<file path="src/rtl/branch_ctrl_pkg.sv">
// Shared definitions for the EX-stage branch redirect controller:
// branch funct3 encodings, redirect FSM states and the default datapath width.
package branch_ctrl_pkg;

  localparam int DEFAULT_XLEN = 32;

  localparam logic [2:0] F3_BEQ  = 3'b000;
  localparam logic [2:0] F3_BNE  = 3'b001;
  localparam logic [2:0] F3_BLT  = 3'b100;
  localparam logic [2:0] F3_BGE  = 3'b101;
  localparam logic [2:0] F3_BLTU = 3'b110;
  localparam logic [2:0] F3_BGEU = 3'b111;

  typedef enum logic {
    IDLE     = 1'b0,
    REDIRECT = 1'b1
  } redir_state_e;

endpackage

</file>
<file path="src/rtl/branch_compare.sv">
// Branch condition evaluator for B-type instructions.
// Reserved funct3 encodings (010, 011) resolve as not taken.
module branch_compare
  import branch_ctrl_pkg::*;
#(
  parameter int XLEN = DEFAULT_XLEN
) (
  input  logic [2:0]      funct3,
  input  logic [XLEN-1:0] rs1,
  input  logic [XLEN-1:0] rs2,
  output logic            branch_taken
);

  // Select the comparison named by funct3
  always_comb begin
    branch_taken = 1'b0;
    case (funct3)
      F3_BEQ:  branch_taken = (rs1 == rs2);
      F3_BNE:  branch_taken = (rs1 != rs2);
      F3_BLT:  branch_taken = ($signed(rs1) <  $signed(rs2));
      F3_BGE:  branch_taken = ($signed(rs1) >= $signed(rs2));
      F3_BLTU: branch_taken = (rs1 <  rs2);
      F3_BGEU: branch_taken = (rs1 >= rs2);
      default: branch_taken = 1'b0;
    endcase
  end

endmodule

</file>
<file path="src/rtl/branch_target_gen.sv">
// Control-transfer target generation: pc+imm for branches and JAL,
// (rs1+imm) with bit 0 cleared for JALR. Both sums wrap modulo 2^XLEN.
module branch_target_gen
  import branch_ctrl_pkg::*;
#(
  parameter int XLEN = DEFAULT_XLEN
) (
  input  logic [XLEN-1:0] pc,
  input  logic [XLEN-1:0] rs1,
  input  logic [XLEN-1:0] imm,
  input  logic            is_jalr,
  output logic [XLEN-1:0] target
);

  logic [XLEN-1:0] pc_sum;
  logic [XLEN-1:0] rs_sum;

  assign pc_sum = pc + imm;
  assign rs_sum = rs1 + imm;

  // JALR wins over the pc-relative form so that illegal multi-hot
  // decode still follows jalr > jal > branch priority
  always_comb begin
    target = pc_sum;
    if (is_jalr) target = rs_sum & {{(XLEN-1){1'b1}}, 1'b0};
  end

endmodule

</file>
<file path="src/rtl/branch_redirect_ctrl.sv">
// EX-stage branch/jump resolution and PC redirect sequencer (predict-not-taken).
// Optional feature macro: BRANCH_PERF_EN adds saturating performance counters
// perf_branches, perf_taken and perf_misalign.
module branch_redirect_ctrl
  import branch_ctrl_pkg::*;
#(
  parameter int XLEN       = DEFAULT_XLEN,
  parameter int PERF_CNT_W = 32
) (
  input  logic            clk,
  input  logic            rst_n,
  input  logic            ex_valid,
  input  logic            ex_is_branch,
  input  logic            ex_is_jal,
  input  logic            ex_is_jalr,
  input  logic [2:0]      ex_funct3,
  input  logic [XLEN-1:0] ex_rs1_data,
  input  logic [XLEN-1:0] ex_rs2_data,
  input  logic [XLEN-1:0] ex_pc,
  input  logic [XLEN-1:0] ex_imm,
  input  logic            stall_in,
  input  logic            fetch_ready,
  output logic            redirect_valid,
  output logic [XLEN-1:0] redirect_pc,
  output logic            flush_if_id,
  output logic            flush_id_ex,
  output logic            hold_ex,
  output logic            misalign_exc,
  output logic [XLEN-1:0] misalign_addr
`ifdef BRANCH_PERF_EN
  ,
  output logic [PERF_CNT_W-1:0] perf_branches,
  output logic [PERF_CNT_W-1:0] perf_taken,
  output logic [PERF_CNT_W-1:0] perf_misalign
`endif
);

  redir_state_e    state_q, state_d;
  logic [XLEN-1:0] target, target_q;
  logic            cmp_taken, accept, taken, misaligned;
  logic            do_redirect, do_misalign;

  branch_compare #(.XLEN(XLEN)) u_compare (
    .funct3       (ex_funct3),
    .rs1          (ex_rs1_data),
    .rs2          (ex_rs2_data),
    .branch_taken (cmp_taken)
  );

  branch_target_gen #(.XLEN(XLEN)) u_target (
    .pc      (ex_pc),
    .rs1     (ex_rs1_data),
    .imm     (ex_imm),
    .is_jalr (ex_is_jalr),
    .target  (target)
  );

  // An instruction is only resolved once, in IDLE, while EX is actually advancing
  assign accept      = (state_q == IDLE) & ex_valid & ~stall_in;
  assign taken       = ex_is_jalr | ex_is_jal | (ex_is_branch & cmp_taken);
  assign misaligned  = |target[1:0];
  assign do_redirect = accept & taken & ~misaligned;
  assign do_misalign = accept & taken & misaligned;

  // Redirect FSM state register; reset drops any pending redirect immediately
  always_ff @(posedge clk or negedge rst_n) begin
    if (!rst_n) state_q <= IDLE;
    else        state_q <= state_d;
  end

  // Next state and Moore outputs; redirect_pc reads as zero outside REDIRECT
  always_comb begin
    state_d        = state_q;
    redirect_valid = 1'b0;
    flush_if_id    = 1'b0;
    flush_id_ex    = 1'b0;
    hold_ex        = 1'b0;
    redirect_pc    = '0;
    case (state_q)
      IDLE: begin
        if (do_redirect) state_d = REDIRECT;
      end
      REDIRECT: begin
        redirect_valid = 1'b1;
        flush_if_id    = 1'b1;
        flush_id_ex    = 1'b1;
        hold_ex        = 1'b1;
        redirect_pc    = target_q;
        if (fetch_ready) state_d = IDLE;
      end
      default: state_d = IDLE;
    endcase
  end

  // Capture the redirect target on entry so it stays stable for the handshake
  always_ff @(posedge clk or negedge rst_n) begin
    if (!rst_n)           target_q <= '0;
    else if (do_redirect) target_q <= target;
  end

  // Single-cycle misalignment report, address cleared when no exception
  always_ff @(posedge clk or negedge rst_n) begin
    if (!rst_n) begin
      misalign_exc  <= 1'b0;
      misalign_addr <= '0;
    end else begin
      misalign_exc  <= do_misalign;
      misalign_addr <= do_misalign ? target : '0;
    end
  end

`ifdef BRANCH_PERF_EN
  logic is_cf;
  assign is_cf = ex_is_branch | ex_is_jal | ex_is_jalr;

  // Saturating event counters for accepted control-flow instructions
  always_ff @(posedge clk or negedge rst_n) begin
    if (!rst_n) begin
      perf_branches <= '0;
      perf_taken    <= '0;
      perf_misalign <= '0;
    end else begin
      if (accept && is_cf && perf_branches != '1) perf_branches <= perf_branches + 1'b1;
      if (accept && taken && perf_taken != '1)    perf_taken    <= perf_taken + 1'b1;
      if (do_misalign && perf_misalign != '1)     perf_misalign <= perf_misalign + 1'b1;
    end
  end
`endif

endmodule

</file>
<file path="config.mk">
export PLATFORM = sky130hd
export DESIGN_NAME = branch_redirect_ctrl
export DESIGN_NICKNAME = d
export VERILOG_FILES = /design/src/rtl/branch_ctrl_pkg.sv /design/src/rtl/branch_compare.sv /design/src/rtl/branch_target_gen.sv /design/src/rtl/branch_redirect_ctrl.sv
export SDC_FILE = /design/constraint.sdc
export NUM_CORES = 1
export LEC_CHECK = 0
export ABC_AREA = 1
export BUFFER_PORTS_ARGS = -buffer_cell sky130_fd_sc_hd__buf_2
export CORE_MARGIN = 2
export CORE_UTILIZATION = 45
export DETAILED_ROUTE_END_ITERATION = 6
export PLACE_DENSITY_LB_ADDON = 0.08
export SLEW_MARGIN = 20
export SYNTH_ARGS = -nofsm -noshare
export SYNTH_HDL_FRONTEND = slang
export SYNTH_HIERARCHICAL = 1
export SYNTH_SLANG_ARGS = --single-unit
</file>
<file path="constraint.sdc">
create_clock -name clk -period 2.2 [get_ports clk]
set_clock_uncertainty 0.15 [all_clocks]
set_input_delay 0.11 -clock clk [delete_from_list [all_inputs] [get_ports clk]]
set_output_delay 0.11 -clock clk [all_outputs]
set_load 0.05 [all_outputs]
</file>
==> key figures <==
Outcome
  – Status: complete, no violations

Synth
  – Syn_area_per_cell: 5.71 sq um
  – Cell Area, Synth: 0.00894 sq mm
  – Yosys reg bits: 66
  – Area leader, netlist: nand2_1
  – Syn nets: 1,800
  – FFs w/ async S/R, synth: 1.00
  – Mapped Cells: 1,566
  – Post-synth top area share: 0.249
  – Synth cell types: 39
  – Ranking of synthesized cells by area: nand2_1 25%, dfrtp_1 18%, inv_1 14%, ha_1 13%, nand3_1 4.6%
  – Top_reg_cell synth: dfrtp_1
  – Sequential fraction of the synthesis area: 0.185
  – EDFF count, synth: 0
  – Ys Warns: 6

Place
  – Global placer's final weighted congestion: 0.893
  – Port Buffer Count: 207
  – Placed wire-length estimate: 23,300 um

STA
  – Slew Limit Fails: 0
  – Time the worst path needs with I/O delays and setup: 2170 ps
  – Worst hold slack: 14.6 ps
  – Tcrit/Tclk final: 0.985
  – Endpoints failing setup: 0
  – Slew HR: 0.676
  – Slew @ Worst Pin: 486 ps
  – Final Hold Viols: 0
  – Unrepaired setup endpoints after global routing: true
  – Fmax: 0.461 GHz

Layout
  – Layout fillers: 1,986
  – Layout Utilization: 0.601
  – Final net count: 2,088
  – Most frequent cells in the layout: 553 x nand2_1, 337 x inv_1, 201 x buf_2, 93 x nor2_1
  – Ant diodes: 0
  – Commonest non-fill, non-tap cell in the layout: nand2_1
  – Area grow syn2layout: 30.9%
  – Layout cells sized above 1: 0.248

Drt
  – WL final: 27,700 um
  – Final ANT Viol Nets: 0
  – Vias per inst: 4.74
  – Avg WL per Cell: 13.0 um
  – Drt first pass iters: 5
  – DRC Markers: 0
  – Drt initial violations: 504
  – Via count: 10,100

Global routing
  – First-pass GRT wire length: 44,500 um
  – Initial antenna violation count: 0
  – Vias in the first global route: 9,409
  – Grt ovf: 0
  – Largest net degree at the start of global routing: 38
  – Total GRT Usage: 0.258

Power
  – IR drop worst, VDD: 0.344 mV
  – Leak pwr: 7.60 nW
  – PD cells: 538 mW/mm^2

Clock network
  – Bufs on Longest Clock Path: 2
  – Setup Buffers After CTS: 0
  – TritonCTS clock tree: yes
  – Num CTS Buffers: 9
  – Clock Sinks: 66
  – CTS root buf: clkbuf_16
  – H-Tree Depth: 3
  – Clk_lat worst skew: 330 ps
  – CTS clk-pin slew, worst paths: 60 ps

Die
  – Core area: 0.0195 sq mm
  – I/O pins: 208
  – Area of the die: 0.0210 sq mm
  – Die H: 145 um
  – Starting density of the core: 0.459
  – Die Span X: 145 um
  – Row cnt: 51

Critical path
  – Worst Setup Path Type: in -> reg
  – Critical Path Fanout Max: 7
  – Worst path cell trace: buf_4 > ha_4 > nand2_2 > nor2_2 > nand2_2 > nor3b_4 > nand2_2 > o21ai_2 > inv_1 > nand2_1 > nor2_1 > nand3_1 > nand2_2 > nand2_4 > nand3_4 > clkbuf_16 > nand2_4 > nand2_2
  – Max stage delay cell, worst path: ha_4
  – WP data required: 2280 ps
  – CP most frequent cell: nand2_2
  – CP Capture Type: register
  – CP max stage delay: 260 ps
  – Arrival @ worst endpoint: 2240 ps
  – CP startpoint kind: input pin

Job
  – Maxcap violations: 0

Hold path
  – Hold Crit Class: in -> reg
==> sequential cells by signal (all words and copies together), names as in the netlist <==
register	count
target_q	32
misalign_addr	32
misalign_exc	1
state_q	1
==> kinds of logic (layout without fill, tap and decap cells) <==
kind of cell,Yosys count,count (layout),share of synthesized area
simple gates,904,904,0.435
fa+ha+maj,95,95,0.135
compound gates,117,117,0.0694
xor+xnor,8,8,0.00784
flops,66,66,0.185
buf+inv,376,669,0.168
==> worst max-delay path, delay by kind of cell <==
kind	cells	cell delay [ps]
and+or+nand+nor	13	1290
buffers and inverters	3	410
adders and majority gates	1	260
AOI/OAI and AO/OA	1	160
==> cell usage after synthesis, types with 5 or more instances <==
library cell / count
nand3b_1: 5
xor2_1: 5
o21bai_1: 5
inv_1: 345
buf_4: 6
nor2_1: 97
nand4_1: 38
buf_2: 8
o21ai_1: 5
nand2_1: 592
ha_1: 93
a21oi_1: 68
buf_6: 7
nand3_1: 82
nand2_2: 30
o21ai_0: 30
nor2_2: 35
clkbuf_1: 6
nor3_1: 9
nand3_2: 5
dfrtp_1: 66
==> where the power goes <==
part | switching (mW) | internal, mW | total [mW]
Clock | 0.528 | 1.11 | 1.64
Sequential | 0.213 | 1.46 | 1.68
Combinational | 1.89 | 1.09 | 2.98
==> routing by layer <==
layer | vias to the layer above | wire [um] | track usage | part of all wire
met3 | 25 | 1270 | 0.0195 | 0.046
met4 | 0 | 403 | 0.0569 | 0.015
met5 | - | 0 | 0 | 0
met2 | 257 | 13100 | 0.444 | 0.47
met1 | 4425 | 12900 | 0.353 | 0.47
li1 | 5352 | - | - | -
==> stage by stage <==
step                      TNS [ps]  total power [mW]  std cells  cell area (sq um)  setup slack [ps]
final                            0              6.29       2124              11700              32.5
after global routing         -5120              6.73       2124              11700              -132
after CTS                        0              6.06       2119              11200             0.347
after detailed placement    -33040              4.41       2100              10800              -547
after global placement      -28290              4.36       2100              10800              -459
after floorplan                  0              3.47       1566               8940              13.0
==> what timing repair did <==
action	in CTS	in global routing
setup endpoints to repair	64	66
gates resized for setup	5	97
endpoints found under the hold margin	23	0
pin swaps	1	21
hold buffers	3	0
cloned	0	5
==> cell type report <==
cell class	count	area [sq um]	share of cell area
Clock buffer	10	229	0.0196
Multi-Input combinational cell	1124	6140	0.524
Sequential cell	66	1650	0.141
Timing Repair Buffer	305	1930	0.165
Tap cell	265	332	0.0283
Clock inverter	6	115	0.00984
Inverter	348	1310	0.112
==> worst paths after layout <==
path / start / to / slack [ps] / cells after the start
max reg2reg: state_q / target_q[24] / 560 / 7
max in group asynchronous: rst_n / misalign_addr[23] / 1070 / 3
min reg2reg: target_q[2] / target_q[2] / 330 / 2
min: stall_in / target_q[26] / 10 / 4
max: ex_rs1_data[25] / target_q[24] / 30 / 18
min in group asynchronous: rst_n / target_q[1] / 130 / 2
Note: power is estimated with default switching activity, not from simulation.
